### config.mk
export PLATFORM = sky130hd
export DESIGN_NAME = glb_reader_flat
export DESIGN_NICKNAME = d
export VERILOG_FILES = /design/src/rtl/glb_reader_if.sv /design/src/rtl/glb_reader.sv /design/src/flat_wrapper.sv
export SDC_FILE = /design/constraint.sdc
export NUM_CORES = 1
export LEC_CHECK = 0
export CAP_MARGIN = 30
export CORE_MARGIN = 3
export CORE_UTILIZATION = 40
export DETAILED_ROUTE_END_ITERATION = 8
export PLACE_DENSITY = 0.68
export SETUP_SLACK_MARGIN = 0.5
export SLEW_MARGIN = 10
export SYNTH_ARGS = -nofsm -noshare
export SYNTH_HDL_FRONTEND = slang
export SYNTH_SLANG_ARGS = --single-unit
### constraint.sdc
create_clock -name clk -period 2.96 [get_ports clk]
set_clock_uncertainty 0.1 [all_clocks]
set_input_delay 0.296 -clock clk [delete_from_list [all_inputs] [get_ports clk]]
set_output_delay 0.296 -clock clk [all_outputs]
set_load 0.03 [all_outputs]
### src/rtl/glb_reader_if.sv
// Command, GLB read port and output word stream of the GLB reader.
// master = the controlling environment; slave = the reader itself.
interface glb_reader_if;
  logic        start;
  logic [15:0] base_addr;
  logic [15:0] word_count;
  logic [15:0] stride;
  logic        busy;
  logic        done;
  logic [3:0]  glb_w_en;
  logic [15:0] glb_address;
  logic [31:0] glb_read_data;
  logic        out_valid;
  logic        out_ready;
  logic [31:0] out_data;
  logic        out_last;

  modport master (
    output start, base_addr, word_count, stride, glb_read_data, out_ready,
    input  busy, done, glb_w_en, glb_address, out_valid, out_data, out_last
  );

  modport slave (
    input  start, base_addr, word_count, stride, glb_read_data, out_ready,
    output busy, done, glb_w_en, glb_address, out_valid, out_data, out_last
  );
endinterface

### src/rtl/glb_reader.sv
// Strided GLB word reader streaming over ready/valid; stride honoured only with GLB_READER_STRIDE_EN.
// First read 1 cycle after start, first beat 1 cycle later; reads stall on out_ready via FIFO credits.
module glb_reader #(
  parameter int FIFO_DEPTH = 2  // must be >= 2
) (
  input logic         clk,
  input logic         rst,
  glb_reader_if.slave bus
);

  localparam int PW = (FIFO_DEPTH > 1) ? $clog2(FIFO_DEPTH) : 1;
  localparam int CW = $clog2(FIFO_DEPTH + 1);

  typedef enum logic [1:0] {IDLE, RUN, DONE} state_t;

  state_t          state_q, state_d;
  logic [15:0]     issue_left_q, issue_left_d;
  logic [15:0]     beats_left_q, beats_left_d;
  logic [15:0]     next_addr_q, next_addr_d;
  logic [15:0]     addr_q, addr_d;
  logic            rd_vld_q, rd_vld_d;
  logic [PW-1:0]   wr_ptr_q, wr_ptr_d;
  logic [PW-1:0]   rd_ptr_q, rd_ptr_d;
  logic [CW-1:0]   count_q, count_d;
  logic [31:0]     mem_q [FIFO_DEPTH];
  logic [15:0]     inc;

  logic start_acc, issue, fifo_empty, out_valid, out_last, beat, push, pop;

  assign start_acc = (state_q == IDLE) && bus.start;

`ifdef GLB_READER_STRIDE_EN
  logic [15:0] stride_q, stride_d;
  assign stride_d = start_acc ? bus.stride : stride_q;
  assign inc      = stride_q;
  always_ff @(posedge clk) begin
    if (rst) stride_q <= '0;
    else     stride_q <= stride_d;
  end
`else
  logic unused_stride;
  assign unused_stride = ^bus.stride;
  assign inc           = 16'd4;
`endif

  function automatic logic [PW-1:0] ptr_inc(input logic [PW-1:0] p);
    return (int'(p) == FIFO_DEPTH - 1) ? '0 : p + PW'(1);
  endfunction

  // Returning read data is offered straight to the consumer while the FIFO is
  // empty, so the first beat appears the cycle the data comes back.
  assign fifo_empty = (count_q == '0);
  assign out_valid  = !fifo_empty || rd_vld_q;
  assign out_last   = out_valid && (beats_left_q == 16'd1);
  assign beat       = out_valid && bus.out_ready;
  assign pop        = !fifo_empty && bus.out_ready;
  assign push       = rd_vld_q && !(fifo_empty && bus.out_ready);
  assign issue      = (state_q == RUN) && (issue_left_q != 16'd0) &&
                      ((int'(count_q) + int'(rd_vld_q)) < FIFO_DEPTH);

  assign bus.busy        = (state_q == RUN);
  assign bus.done        = (state_q == DONE);
  assign bus.glb_w_en    = 4'b0000;
  assign bus.glb_address = issue ? next_addr_q : addr_q;
  assign bus.out_valid   = out_valid;
  assign bus.out_last    = out_last;
  assign bus.out_data    = !fifo_empty ? mem_q[rd_ptr_q] :
                           (rd_vld_q ? bus.glb_read_data : 32'd0);

  always_comb begin
    state_d      = state_q;
    issue_left_d = issue_left_q;
    beats_left_d = beats_left_q;
    next_addr_d  = next_addr_q;
    addr_d       = addr_q;
    rd_vld_d     = issue;
    wr_ptr_d     = push ? ptr_inc(wr_ptr_q) : wr_ptr_q;
    rd_ptr_d     = pop  ? ptr_inc(rd_ptr_q) : rd_ptr_q;
    count_d      = count_q;
    case ({push, pop})
      2'b10:   count_d = count_q + CW'(1);
      2'b01:   count_d = count_q - CW'(1);
      default: count_d = count_q;
    endcase

    case (state_q)
      IDLE: begin
        if (bus.start) begin
          issue_left_d = bus.word_count;
          beats_left_d = bus.word_count;
          next_addr_d  = bus.base_addr;
          state_d      = (bus.word_count == 16'd0) ? DONE : RUN;
        end
      end
      RUN: begin
        if (issue) begin
          addr_d       = next_addr_q;
          next_addr_d  = next_addr_q + inc;
          issue_left_d = issue_left_q - 16'd1;
        end
        if (beat) begin
          beats_left_d = beats_left_q - 16'd1;
          if (out_last) state_d = DONE;
        end
      end
      DONE:    state_d = IDLE;
      default: state_d = IDLE;
    endcase
  end

  always_ff @(posedge clk) begin
    if (rst) begin
      state_q      <= IDLE;
      issue_left_q <= '0;
      beats_left_q <= '0;
      next_addr_q  <= '0;
      addr_q       <= '0;
      rd_vld_q     <= 1'b0;
      wr_ptr_q     <= '0;
      rd_ptr_q     <= '0;
      count_q      <= '0;
    end else begin
      state_q      <= state_d;
      issue_left_q <= issue_left_d;
      beats_left_q <= beats_left_d;
      next_addr_q  <= next_addr_d;
      addr_q       <= addr_d;
      rd_vld_q     <= rd_vld_d;
      wr_ptr_q     <= wr_ptr_d;
      rd_ptr_q     <= rd_ptr_d;
      count_q      <= count_d;
    end
  end

  // Storage needs no reset: occupancy and pointers decide what is visible.
  always_ff @(posedge clk) begin
    if (push) mem_q[wr_ptr_q] <= bus.glb_read_data;
  end

endmodule

### src/flat_wrapper.sv
// flat-port wrapper written by rule: the top's interface ports become plain ports
module glb_reader_flat 
#(
  parameter int FIFO_DEPTH = 2                 
)
  (clk, rst, bus_start, bus_base_addr, bus_word_count, bus_stride, bus_glb_read_data, bus_out_ready, bus_busy, bus_done, bus_glb_w_en, bus_glb_address, bus_out_valid, bus_out_data, bus_out_last);
  glb_reader_if bus_i ();
  input logic clk;
  input logic rst;
  input wire logic [$bits(bus_i.start)-1:0] bus_start;
  input wire logic [$bits(bus_i.base_addr)-1:0] bus_base_addr;
  input wire logic [$bits(bus_i.word_count)-1:0] bus_word_count;
  input wire logic [$bits(bus_i.stride)-1:0] bus_stride;
  input wire logic [$bits(bus_i.glb_read_data)-1:0] bus_glb_read_data;
  input wire logic [$bits(bus_i.out_ready)-1:0] bus_out_ready;
  output wire logic [$bits(bus_i.busy)-1:0] bus_busy;
  output wire logic [$bits(bus_i.done)-1:0] bus_done;
  output wire logic [$bits(bus_i.glb_w_en)-1:0] bus_glb_w_en;
  output wire logic [$bits(bus_i.glb_address)-1:0] bus_glb_address;
  output wire logic [$bits(bus_i.out_valid)-1:0] bus_out_valid;
  output wire logic [$bits(bus_i.out_data)-1:0] bus_out_data;
  output wire logic [$bits(bus_i.out_last)-1:0] bus_out_last;
  assign bus_i.start = bus_start;
  assign bus_i.base_addr = bus_base_addr;
  assign bus_i.word_count = bus_word_count;
  assign bus_i.stride = bus_stride;
  assign bus_i.glb_read_data = bus_glb_read_data;
  assign bus_i.out_ready = bus_out_ready;
  assign bus_busy = bus_i.busy;
  assign bus_done = bus_i.done;
  assign bus_glb_w_en = bus_i.glb_w_en;
  assign bus_glb_address = bus_i.glb_address;
  assign bus_out_valid = bus_i.out_valid;
  assign bus_out_data = bus_i.out_data;
  assign bus_out_last = bus_i.out_last;
  glb_reader #(.FIFO_DEPTH(FIFO_DEPTH)) u_core (.clk(clk), .rst(rst), .bus(bus_i));
endmodule
Word level (Yosys, flattened, before mapping)
Memory sizes are Yosys's and may differ from the RTL's. A register that Yosys moved wholly into a read port is not among the register bits.
Cells that the tools add are included.
{"block": "word_totals", "register_bits": 71, "ram_bits": 64, "input_bits": 84, "output_inout_bits": 56, "n_memories": 1}
{"block": "classes", "addsub": 8, "order_cmp": 1, "n_eq_ne": 9, "n_mux": 23, "n_reduce_logical": 19}
{"name": "u_core.mem_q", "words": 2, "word_bits": 32, "rd": 1, "rd_clocked_by_memory_dff": 1, "wr": 1, "line_no": "glb_reader.sv:25", "source": "logic [31:0] mem_q [FIFO_DEPTH];"}
{"cell": "16-bit two-way mux", "n": 6}
{"cell": "16-bit one-hot mux with 2 select lines", "n": 3}
{"cell": "32-bit two-way mux", "n": 2}
{"cell": "32-bit by 3-bit < comparator with 1-bit output (second input constant)", "n": 1}
{"cell": "16-bit by 1-bit subtractor with 16-bit output (second input constant)", "n": 2}
{"cell": "16-bit by 3-bit adder with 16-bit output (second input constant)", "n": 1}
{"cell": "16-bit by 1-bit == test with 1-bit output (second input constant)", "n": 1}
{"cell": "16-bit zero test", "n": 1}
{"cell": "16-bit nonzero test", "n": 1}
{"cell": "3-bit AND reduction", "n": 3}
{"cell": "2-bit two-way mux", "n": 4}
{"cell": "2-bit one-hot mux with 2 select lines", "n": 2}
{"cell": "1-bit logical AND", "n": 7}
{"cell": "1-bit two-way mux", "n": 6}
{"cell": "2-bit by 1-bit != test with 1-bit output (second input constant)", "n": 3}
{"cell": "2-bit by 1-bit == test with 1-bit output (second input constant)", "n": 2}
{"cell": "2-bit == test (second input constant)", "n": 2}
{"cell": "2-bit zero test", "n": 2}
{"cell": "2-bit nonzero test", "n": 2}
{"cell": "2-bit by 1-bit adder with 3-bit output", "n": 1}
{"cell": "1-bit adder (second input constant)", "n": 2}
{"cell": "2-bit by 1-bit adder with 2-bit output (second input constant)", "n": 1}
{"cell": "1-bit zero test", "n": 2}
{"cell": "2-bit != test (second input constant)", "n": 1}
{"cell": "other kinds (2)", "n": 2}

Logic depth before layout (Yosys ltp)
Gate-level depths: netlist of the first run.
{"block": "depth", "ltp_word": 7, "ltp_mapped": 10, "ltp_nobuf": 7}

Worst setup path before layout of the first run
Ideal clock, no wire load.
{"block": "synth_timing", "path_kind": "reg-to-reg", "from": "register u_core.count_q[0]", "to": "memory u_core.mem_q[0][0], enable pin", "t_arrival_ns": 2.241, "required_ns": 2.439, "setup_slack_ns": 0.198, "stages_incl_launch_ff": 6, "n_path_buf": 1, "synth_period_minus_slack_ns": 2.762, "cell_sequence": "dfxtp_1 -> nor2_1 -> clkbuf_1 -> nand2_1 -> nand2_1 -> nor2_1"}
{"block": "synth_via", "elab_chain_cells": 6}
{"item": "from (decl)", "line_no": "glb_reader.sv:24", "source": "logic [CW-1:0] count_q, count_d;"}
{"item": "from (signal assigned)", "line_no": "glb_reader.sv:131", "source": "count_q <= count_d;"}
{"item": "2-bit zero test", "line_no": "glb_reader.sv:52", "source": "assign fifo_empty = (count_q == '0);"}
{"item": "1-bit logical AND", "line_no": "glb_reader.sv:57", "source": "assign push = rd_vld_q && !(fifo_empty && bus.out_ready);"}
{"item": "1-bit zero test", "line_no": "glb_reader.sv:57"}
{"item": "1-bit logical AND", "line_no": "glb_reader.sv:57"}
{"item": "1-bit two-way mux", "line_no": "glb_reader.sv:137", "source": "if (push) mem_q[wr_ptr_q] <= bus.glb_read_data;"}
{"item": "1-bit two-way mux (not written as such)", "line_no": "glb_reader.sv:137"}
{"item": "to (decl)", "line_no": "glb_reader.sv:25"}
Every way passes these cells.

Final worst setup path of the first run
{"block": "layout_timing", "from": "register u_core.issue_left_q[1]", "to": "output port bus_glb_address[7]"}
{"block": "layout_via", "elab_chain_cells": 4}
{"item": "from (decl)", "line_no": "glb_reader.sv:17", "source": "logic [15:0] issue_left_q, issue_left_d;"}
{"item": "from (signal assigned)", "line_no": "glb_reader.sv:124", "source": "issue_left_q <= issue_left_d;"}
{"item": "16-bit nonzero test", "line_no": "glb_reader.sv:58", "source": "assign issue = (state_q == RUN) && (issue_left_q != 16'd0) &&"}
{"item": "1-bit logical AND (2 in series)", "line_no": "glb_reader.sv:58"}
{"item": "16-bit two-way mux", "line_no": "glb_reader.sv:64", "source": "assign bus.glb_address = issue ? next_addr_q : addr_q;"}
{"item": "to (decl)", "line_no": "flat_wrapper.sv:19", "source": "output wire logic [$bits(bus_i.glb_address)-1:0] bus_glb_address;"}
Every way passes these cells.

==> results of run 1 <==
==> metrics by stage <==
stage / cell area [um^2] / instances
final: 8940 / 1037
after global routing: 8940 / 1037
after CTS: 8850 / 1033
after detailed placement: 8030 / 987
after global placement: 8030 / 987
after floorplan: 6630 / 679
==> state kept, by name, summed over array words and instances, names as in the netlist, named ones only <==
register             cells
u_core.addr_q           16
u_core.next_addr_q      16
u_core.mem_q            64
u_core.beats_left_q     16
u_core.issue_left_q     16
u_core.rd_vld_q          1
u_core.state_q           2
u_core.wr_ptr_q          1
u_core.rd_ptr_q          1
u_core.count_q           2
==> synthesized netlist by cell type (9+ instances only) <==
master / instances / area, um^2
a21oi_1: 59 / 295
dfxtp_1: 72 / 1440
nand2_1: 50 / 188
o21ai_0: 71 / 355
nor2_1: 53 / 199
mux2i_1: 32 / 320
nor3_1: 16 / 80.1
mux2_4: 9 / 135
and2b_1: 9 / 67.6
clkbuf_1: 28 / 105
inv_1: 10 / 37.5
edfxtp_1: 64 / 1920
nand3_1: 41 / 205
nor4_1: 11 / 68.8
==> timing repair <==
| item | 4_1_cts | 5_1_grt |
|---|---|---|
| resized for setup | 104 | 23 |
| pin swaps | 5 | 5 |
| setup endpoints to repair | 61 | 60 |
| buffers inserted | 15 | 4 |
==> worst max-delay path, cell delays in order, from the launching register on <==
cell and delay, ns:
dfxtp_2 0.32, inv_2 0.07, ha_4 0.13, or4b_4 0.48, nor4_4 0.23, nand3b_4 0.24
buf_12 0.11, buf_6 0.09, buf_6 0.12, mux2_4 0.32, buf_6 0.14
==> layout make-up <==
type | instances | area, um^2 | area share
flip-flops and latches | 136 | 3380 | 0.378
multi-input cells | 481 | 3070 | 0.343
repair buffers | 162 | 1580 | 0.177
clock buffers | 19 | 433 | 0.0484
well taps | 216 | 270 | 0.0302
clock inverters | 12 | 178 | 0.0199
inverters | 11 | 41.3 | 0.00462
==> placed cells by master, fill, tap and decap left out, drive strengths merged, types with 4 or more instances in the layout <==
master / count
o31ai: 8
nor3: 16
o21ai: 76
and3: 4
nand3: 41
edfxtp: 64
or4: 7
ha: 5
nor2: 53
dfxtp: 72
a21o: 7
nor4: 13
clkdlybuf4s50: 67
buf: 61
mux2: 16
bufinv: 4
o21a: 4
a311oi: 8
or3: 6
clkinv: 7
a22o: 6
conb: 4
a21oi: 59
nand2b: 4
nor2b: 8
dlygate4sd2: 33
mux2i: 32
inv: 11
and2: 5
and2b: 9
o21bai: 5
clkbuf: 19
nand2: 50
==> cells by family after synthesis <==
| logic type | synth area share |
|---|---|
| XOR/XNOR | 0.00531 |
| other | 0.000568 |
| buffers and inverters | 0.0447 |
| AO/OA/AOI/OAI | 0.174 |
| flip-flops | 0.509 |
| adder cells (fa/ha/maj) | 0.00948 |
| AND/OR/NAND/NOR | 0.175 |
| multiplexers | 0.0809 |
==> how the worst max path moves through the flow <==
| stage | from | endpoint | depth (start not counted) | slack (ns) |
|---|---|---|---|---|
| after floorplan | u_core.count_q[0] | u_core.mem_q[0][0] | 5 | 0.20 |
| after global placement | u_core.issue_left_q[1] | bus_glb_address[4] | 7 | 0.008 |
| after detailed placement | u_core.issue_left_q[1] | bus_glb_address[0] | 7 | -0.01 |
| after CTS | u_core.issue_left_q[1] | bus_glb_address[9] | 10 | -0.22 |
| after global routing | u_core.issue_left_q[1] | bus_glb_address[5] | 10 | -0.18 |
| final | u_core.issue_left_q[1] | bus_glb_address[7] | 10 | -0.09 |
==> power groups by stage <==
stage	clock network (mW)	registers [mW]	logic, mW
floorplan	0	2.21	1.16
global placement	0	2.26	1.73
detailed placement	0	2.27	1.77
CTS	2.21	2.23	1.78
global route	2.29	2.25	1.97
finish	2.19	2.23	1.82
==> per-layer routing <==
layer / vias to the layer above / routed length, um / GRT usage
met5: - / 0 / 0
met4: 0 / 381 / 0.0792
met3: 33 / 1290 / 0.0436
met2: 243 / 8590 / 0.317
met1: 2750 / 7590 / 0.254
li1: 2757 / - / -
==> results.cfg, run 1 <==
[synth]
yosysWarnings = 0
syn_area_per_cell_um2 = 9.77
ys_types = 61
synthArstFlopShare = 0
ys.flop_type = dfxtp_1
ys_ff_latch = 136
synth_cells = 676
syn_area_um2 = 6600
synth-edff-count = 64
yosysSeqAreaShare = 0.509

[timing]
hold_viol = 0
fmax_ghz = 0.328
worst_slack_ns = -0.0893
final_max_slew_viol_count = 0
max_slew_margin = 0.481
fin_crit_sh = 1.03
setup-violations-final = 8
tightest_slew_ns = 0.778
setup_tns_ns = -0.553
whs_ns = 0.289
rsz0062_at_grt = true
period_minus_slack_ns = 3.05

[worst_setup_path]
reg2reg_to = u_core.addr_q[6]
arrival_ns = 2.65
critPathRequiredTime_ns = 2.56
r2r-start = u_core.issue_left_q[1]
rrSetupSlack_ns = 0.52
start_kind = flop
critPathCaptureType = output port
reg2regPathDepth = 10
path_max_fanout = 5
crit_type = reg -> out

[power_and_ir_drop]
swShare = 0.318
p_switching_mw = 1.98
power.share.clock = 0.350
p_int_mw = 4.25
p_seq_frac = 0.358
power_mw = 6.24
p_leak_nw = 3.42
peakVddDrop_uv = 414
power.density_nw_per_um2 = 697
pwr-share-comb = 0.291

[final_layout]
nets = 898
fin_util = 0.559
fill_cells = 1409
areaGrowthSynthToFinish_pct = 35.5
diodes = 0
layout-drive-gt1-share = 0.168

[global_route]
antenna_found_initial = 0
grt_max_degree = 82
grt.total_usage = 0.195
grt_first_pass_wirelength_mm = 28.4
grt-ovfl-total = 0
grt_pass1_vias = 5693

[clock_tree]
path_clk_slew_ns = 0.05
cts_max_level = 4
cts_sinks = 136
tritoncts = done
clock_latency_ns = 0.42
cts_hold_buf = 0
cts_buffers = 17
clk_path_buf_depth = 2
root_buffer = clkbuf_16

[hold_path]
worstHoldPathCells = 2
hp-class = in -> reg
holdCritStartpoint = rst
hold_end = u_core.addr_q[10]

[die]
die-area_um2 = 18100
die_h_um = 134
ios = 140
std_cell_rows = 46
die_x_um = 134
start_util = 0.413
fp.coreArea_um2 = 16000

[placed_design]
preCtsSetupSlack_ns = -0.0138
port_buffers = 119
gp_congestion = 0.874
hpwl_mm = 11.7

[route]
wire_per_inst_um = 17.2
antenna_left = 0
drt_iter0_drc = 455
drc_errors = 0
via_per_inst = 5.58
firstDrtPassIters = 6
wl_mm = 17.8
route.vias.total = 5783

[job]
maxCapViolCount = 0

[status]
failed_checks = negative setup slack
outcome = finished, violations left
No activity file was read; power rests on OpenSTA's default activity.
==> run 2, diff against run 1 <==
- CTS_BUF_LIST: default -> sky130_fd_sc_hd__clkbuf_4
==> run 2 against run 1 <==
Compared with the run above:
- the flow still finishes with violations (negative setup slack)
- largest power group unchanged
- non-clock buffer count down 5
- critical path depth down 2
- combinational power about the same
==> results.cfg, run 2 (same netlist as run 1, synthesis figures left out) <==
[status]
outcome = finished, violations left
failed_checks = negative setup slack

[timing]
fin_crit_sh = 1.04
final_max_slew_viol_count = 0
tightest_slew_ns = 0.788
max_slew_margin = 0.475
setup-violations-final = 14
fmax_ghz = 0.326
rsz0062_at_grt = true
whs_ns = 0.157
worst_slack_ns = -0.108
hold_viol = 0
period_minus_slack_ns = 3.07

[worst_setup_path]
critPathRequiredTime_ns = 2.56
path_max_fanout = 5
start_kind = flop
arrival_ns = 2.67
critPathCaptureType = output port
crit_type = reg -> out

[die]
die_x_um = 134
die_h_um = 134
start_util = 0.413
die-area_um2 = 18100
fp.coreArea_um2 = 16000
std_cell_rows = 46
ios = 140

[placed_design]
preCtsSetupSlack_ns = -0.0138
gp_congestion = 0.874
port_buffers = 119
hpwl_mm = 11.7

[global_route]
grt-ovfl-total = 0
grt_pass1_vias = 5708
grt_first_pass_wirelength_mm = 28.6
grt.total_usage = 0.197
antenna_found_initial = 0
grt_max_degree = 82

[route]
drt_iter0_drc = 428
wl_mm = 18.2
wire_per_inst_um = 17.6
route.vias.total = 5849
drc_errors = 0
via_per_inst = 5.66
antenna_left = 0
firstDrtPassIters = 6

[final_layout]
layout_commonest_cell = o21ai_0
largest_register = u_core.mem_q
nets = 894
areaGrowthSynthToFinish_pct = 29.1
layout-drive-gt1-share = 0.208
largest_reg_flops = 64
final_cell_mix = o21ai_0 (71), clkdlybuf4s50_1 (66), dfxtp_1 (65)
fin_util = 0.533

[power_and_ir_drop]
power.density_nw_per_um2 = 637
p_leak_nw = 3.20
p_switching_mw = 1.92
pwr-share-comb = 0.337
p_int_mw = 3.51
p_seq_frac = 0.411
peakVddDrop_uv = 308
power.share.clock = 0.251
swShare = 0.354
power_mw = 5.43

[clock_tree]
clk_path_buf_depth = 2
tritoncts = done
path_clk_slew_ns = 0.11
root_buffer = clkbuf_4
cts_sinks = 136
cts_buffers = 17
cts_max_level = 4
clock_latency_ns = 0.54

[hold_path]
hp-class = in -> reg

[job]
maxCapViolCount = 0
## run 2: worst paths after layout
path	startpoint	endpoint	slack (ns)	cells after the start
worst max-delay path	u_core.issue_left_q[1]	bus_glb_address[9]	-0.11	8
worst min-delay path	rst	u_core.addr_q[10]	0.16	2
worst max register to register	u_core.issue_left_q[1]	u_core.issue_left_q[11]	0.59	7
worst min register to register	u_core.next_addr_q[0]	u_core.next_addr_q[0]	0.38	2
## run 2: power groups by stage
| stage | Clock, mW | Sequential, mW | Combinational [mW] |
|---|---|---|---|
| 3_5_place_dp | 0 | 2.27 | 1.77 |
| 2_1_floorplan | 0 | 2.21 | 1.16 |
| 6_report | 1.36 | 2.23 | 1.83 |
| 3_3_place_gp | 0 | 2.26 | 1.73 |
| 5_1_grt | 1.48 | 2.25 | 1.98 |
| 4_1_cts | 1.39 | 2.23 | 1.79 |
## run 2: per-stage QoR
step / cell area [um^2] / std cells / setup TNS [ns]
2_1_floorplan: 6630 / 679 / 0
3_3_place_gp: 8030 / 987 / 0
3_5_place_dp: 8030 / 987 / -0.0439
4_1_cts: 8590 / 1030 / -3.85
5_1_grt: 8520 / 1033 / -3.07
6_report: 8520 / 1034 / -1.13
## run 2: per-layer routing
metal	up-vias	share of wire	GRT usage	wire (um)
met2	245	0.48	0.322	8780
met3	30	0.076	0.0503	1390
met1	2828	0.43	0.257	7780
met4	0	0.014	0.0645	246
met5	-	0	0	0
li1	2746	-	-	-
## run 2: worst max-delay path: stages, from the launching register on
cell	delay, ns
dfxtp_2	0.34
inv_2	0.07
ha_4	0.13
or4b_4	0.48
nor4_4	0.26
nand3b_4	0.26
buf_6	0.15
mux2_4	0.32
buf_6	0.14
## run 2: what timing repair did
action,CTS,global route
gates resized for setup,132,97
pin swaps,5,5
setup endpoints to repair,61,90
hold buffers,0,0
cloned,1,1
setup buffers,11,2
endpoints found under the hold margin,0,0
## run 2: layout make-up
cell class	count	area, um^2
clock inverter	12	178
multi-input combinational	482	3080
timing repair buffer	157	1430
inverter	11	41.3
clock buffer	19	143
tap	216	270
fill	1451	7480
sequential	136	3380
antenna	1	2.50
==> run 3, diff against run 2 <==
- CTS_CLUSTER_SIZE: default -> 20
- GPL_TIMING_DRIVEN: default -> 0
==> run 3 against run 2 <==
Compared with the run above:
- the run still ends with negative setup slack left
- critical path type unchanged
- largest cell class unchanged
- clock-buffer cell count is the same
- largest power group unchanged
- register-to-register slack lost 0.03 ns
- first-iteration DRC count grew 19%
- sequential cell count is the same
- final area grew 1.6%
==> results.cfg, run 3 (same netlist as run 1, synthesis figures left out) <==
[final_layout]
diodes = 0
largest_register = u_core.mem_q
layout_commonest_cell = o21ai_0
layout-drive-gt1-share = 0.214
final_cell_mix = o21ai_0 (71), clkdlybuf4s50_1 (67), dfxtp_1 (66)
largest_reg_flops = 64
final_area_um2 = 8660
fin_util = 0.541
areaGrowthSynthToFinish_pct = 31.2
nets = 928

[clock_tree]
cts_buffers = 17
path_clk_slew_ns = 0.12
cts_max_level = 4
tritoncts = done
clk_path_buf_depth = 2
cts_sinks = 136
root_buffer = clkbuf_4
clock_latency_ns = 0.56
cts_hold_buf = 0

[power_and_ir_drop]
power_mw = 5.26
p_leak_nw = 3.24
peakVddDrop_uv = 325
power.density_nw_per_um2 = 608

[die]
die_h_um = 134
die-area_um2 = 18100
fp.coreArea_um2 = 16000
start_util = 0.413
std_cell_rows = 46
ios = 140
die_x_um = 134

[hold_path]
worstHoldPathCells = 2
holdCritStartpoint = rst
hp-class = in -> reg
hold_end = u_core.next_addr_q[14]

[global_route]
use_met2 = 0.340
met3_usage = 0.0529
gr-max-usage-layer = met2
use_met1 = 0.282
antenna_found_initial = 0
grt_first_pass_wirelength_mm = 30.2
grt-ovfl-total = 0
grt_max_degree = 19
grt_pass1_vias = 5651
grt.total_usage = 0.212

[timing]
fmax_ghz = 0.317
tightest_slew_ns = 0.674
period_minus_slack_ns = 3.16
setup-violations-final = 16
setup_tns_ns = -2.90
fin_crit_sh = 1.07
max_slew_margin = 0.551
final_max_slew_viol_count = 0
hold_viol = 0
rsz0062_at_grt = true
worst_slack_ns = -0.197

[route]
firstDrtPassIters = 5
drt_iter0_drc = 509
wl_mm = 19.3
via_per_inst = 5.56
wire_per_inst_um = 18.1
route.vias.total = 5934
drc_errors = 0
antenna_left = 0

[worst_setup_path]
rrSetupSlack_ns = 0.56
path_max_fanout = 6
r2r-start = u_core.issue_left_q[6]
reg2reg_to = u_core.addr_q[12]
crit_type = reg -> out
reg2regPathDepth = 8
arrival_ns = 2.76
critPathRequiredTime_ns = 2.56
critPathCaptureType = output port
start_kind = flop

[status]
failed_checks = negative setup slack
outcome = finished, violations left

[placed_design]
gp_congestion = 0.935
hpwl_mm = 13.4
place_area_um2 = 8150
port_buffers = 118

[job]
maxCapViolCount = 0
==> run 3: power breakdown <==
part	total (mW)	internal, mW	switching [mW]
Clock	1.11	0.424	0.689
Sequential	2.21	2.10	0.109
Combinational	1.94	0.784	1.16
Total	5.26	3.31	1.95
==> run 3: metal layers <==
| metal | wire length (um) | vias up |
|---|---|---|
| met3 | 1700 | 32 |
| met1 | 8370 | 2786 |
| met5 | 0 | - |
| met2 | 8860 | 300 |
| li1 | - | 2816 |
| met4 | 348 | 0 |
==> run 3: area by class of cell <==
cell class,instances,area (um^2)
Tap cell,216,270
Fill cell,1504,7340
Clock inverter,12,104
Clock buffer,19,143
Buffer,51,330
Multi-Input combinational cell,481,3060
Inverter,11,46.3
Sequential cell,136,3380
Timing Repair Buffer,141,1330
==> run 3: worst max-delay path, cell delays in order, from the launching register on <==
cell and delay, ns:
dfxtp_1 0.36, or4_4 0.52, buf_6 0.15, nor4_4 0.27
nand3b_4 0.21, buf_12 0.12, buf_12 0.12, mux2_4 0.31
buf_6 0.14
==> run 3: stage by stage <==
| stage | std cells | hold WS, ns | setup slack (ns) |
|---|---|---|---|
| 6_report | 1067 | 0.0445 | -0.197 |
| 2_1_floorplan | 679 | 0.295 | 0.198 |
| 4_1_cts | 1063 | 0.0261 | -0.360 |
| 3_5_place_dp | 1015 | 0.361 | -0.221 |
| 5_1_grt | 1067 | 0.0497 | -0.267 |
| 3_3_place_gp | 1013 | 0.354 | -0.699 |
==> run 3: repair_timing <==
| item | CTS | global route |
|---|---|---|
| endpoints found under the setup margin | 97 | 105 |
| gates resized for setup | 362 | 33 |
| cloned | 1 | 0 |
| pin swaps | 4 | 3 |
| setup buffers | 16 | 4 |
==> run 3: worst max-delay path by stage <==
stage               depth (start not counted)  slack, ns              startpoint            endpoint
global placement                            5      -0.70       u_core.count_q[0]  u_core.mem_q[1][3]
global route                               10      -0.27  u_core.issue_left_q[0]  bus_glb_address[5]
detailed placement                          9      -0.22  u_core.issue_left_q[1]  bus_glb_address[1]
finish                                      8      -0.20  u_core.issue_left_q[6]  bus_glb_address[8]
CTS                                        10      -0.36  u_core.issue_left_q[1]  bus_glb_address[8]
floorplan                                   5       0.20       u_core.count_q[0]  u_core.mem_q[0][0]
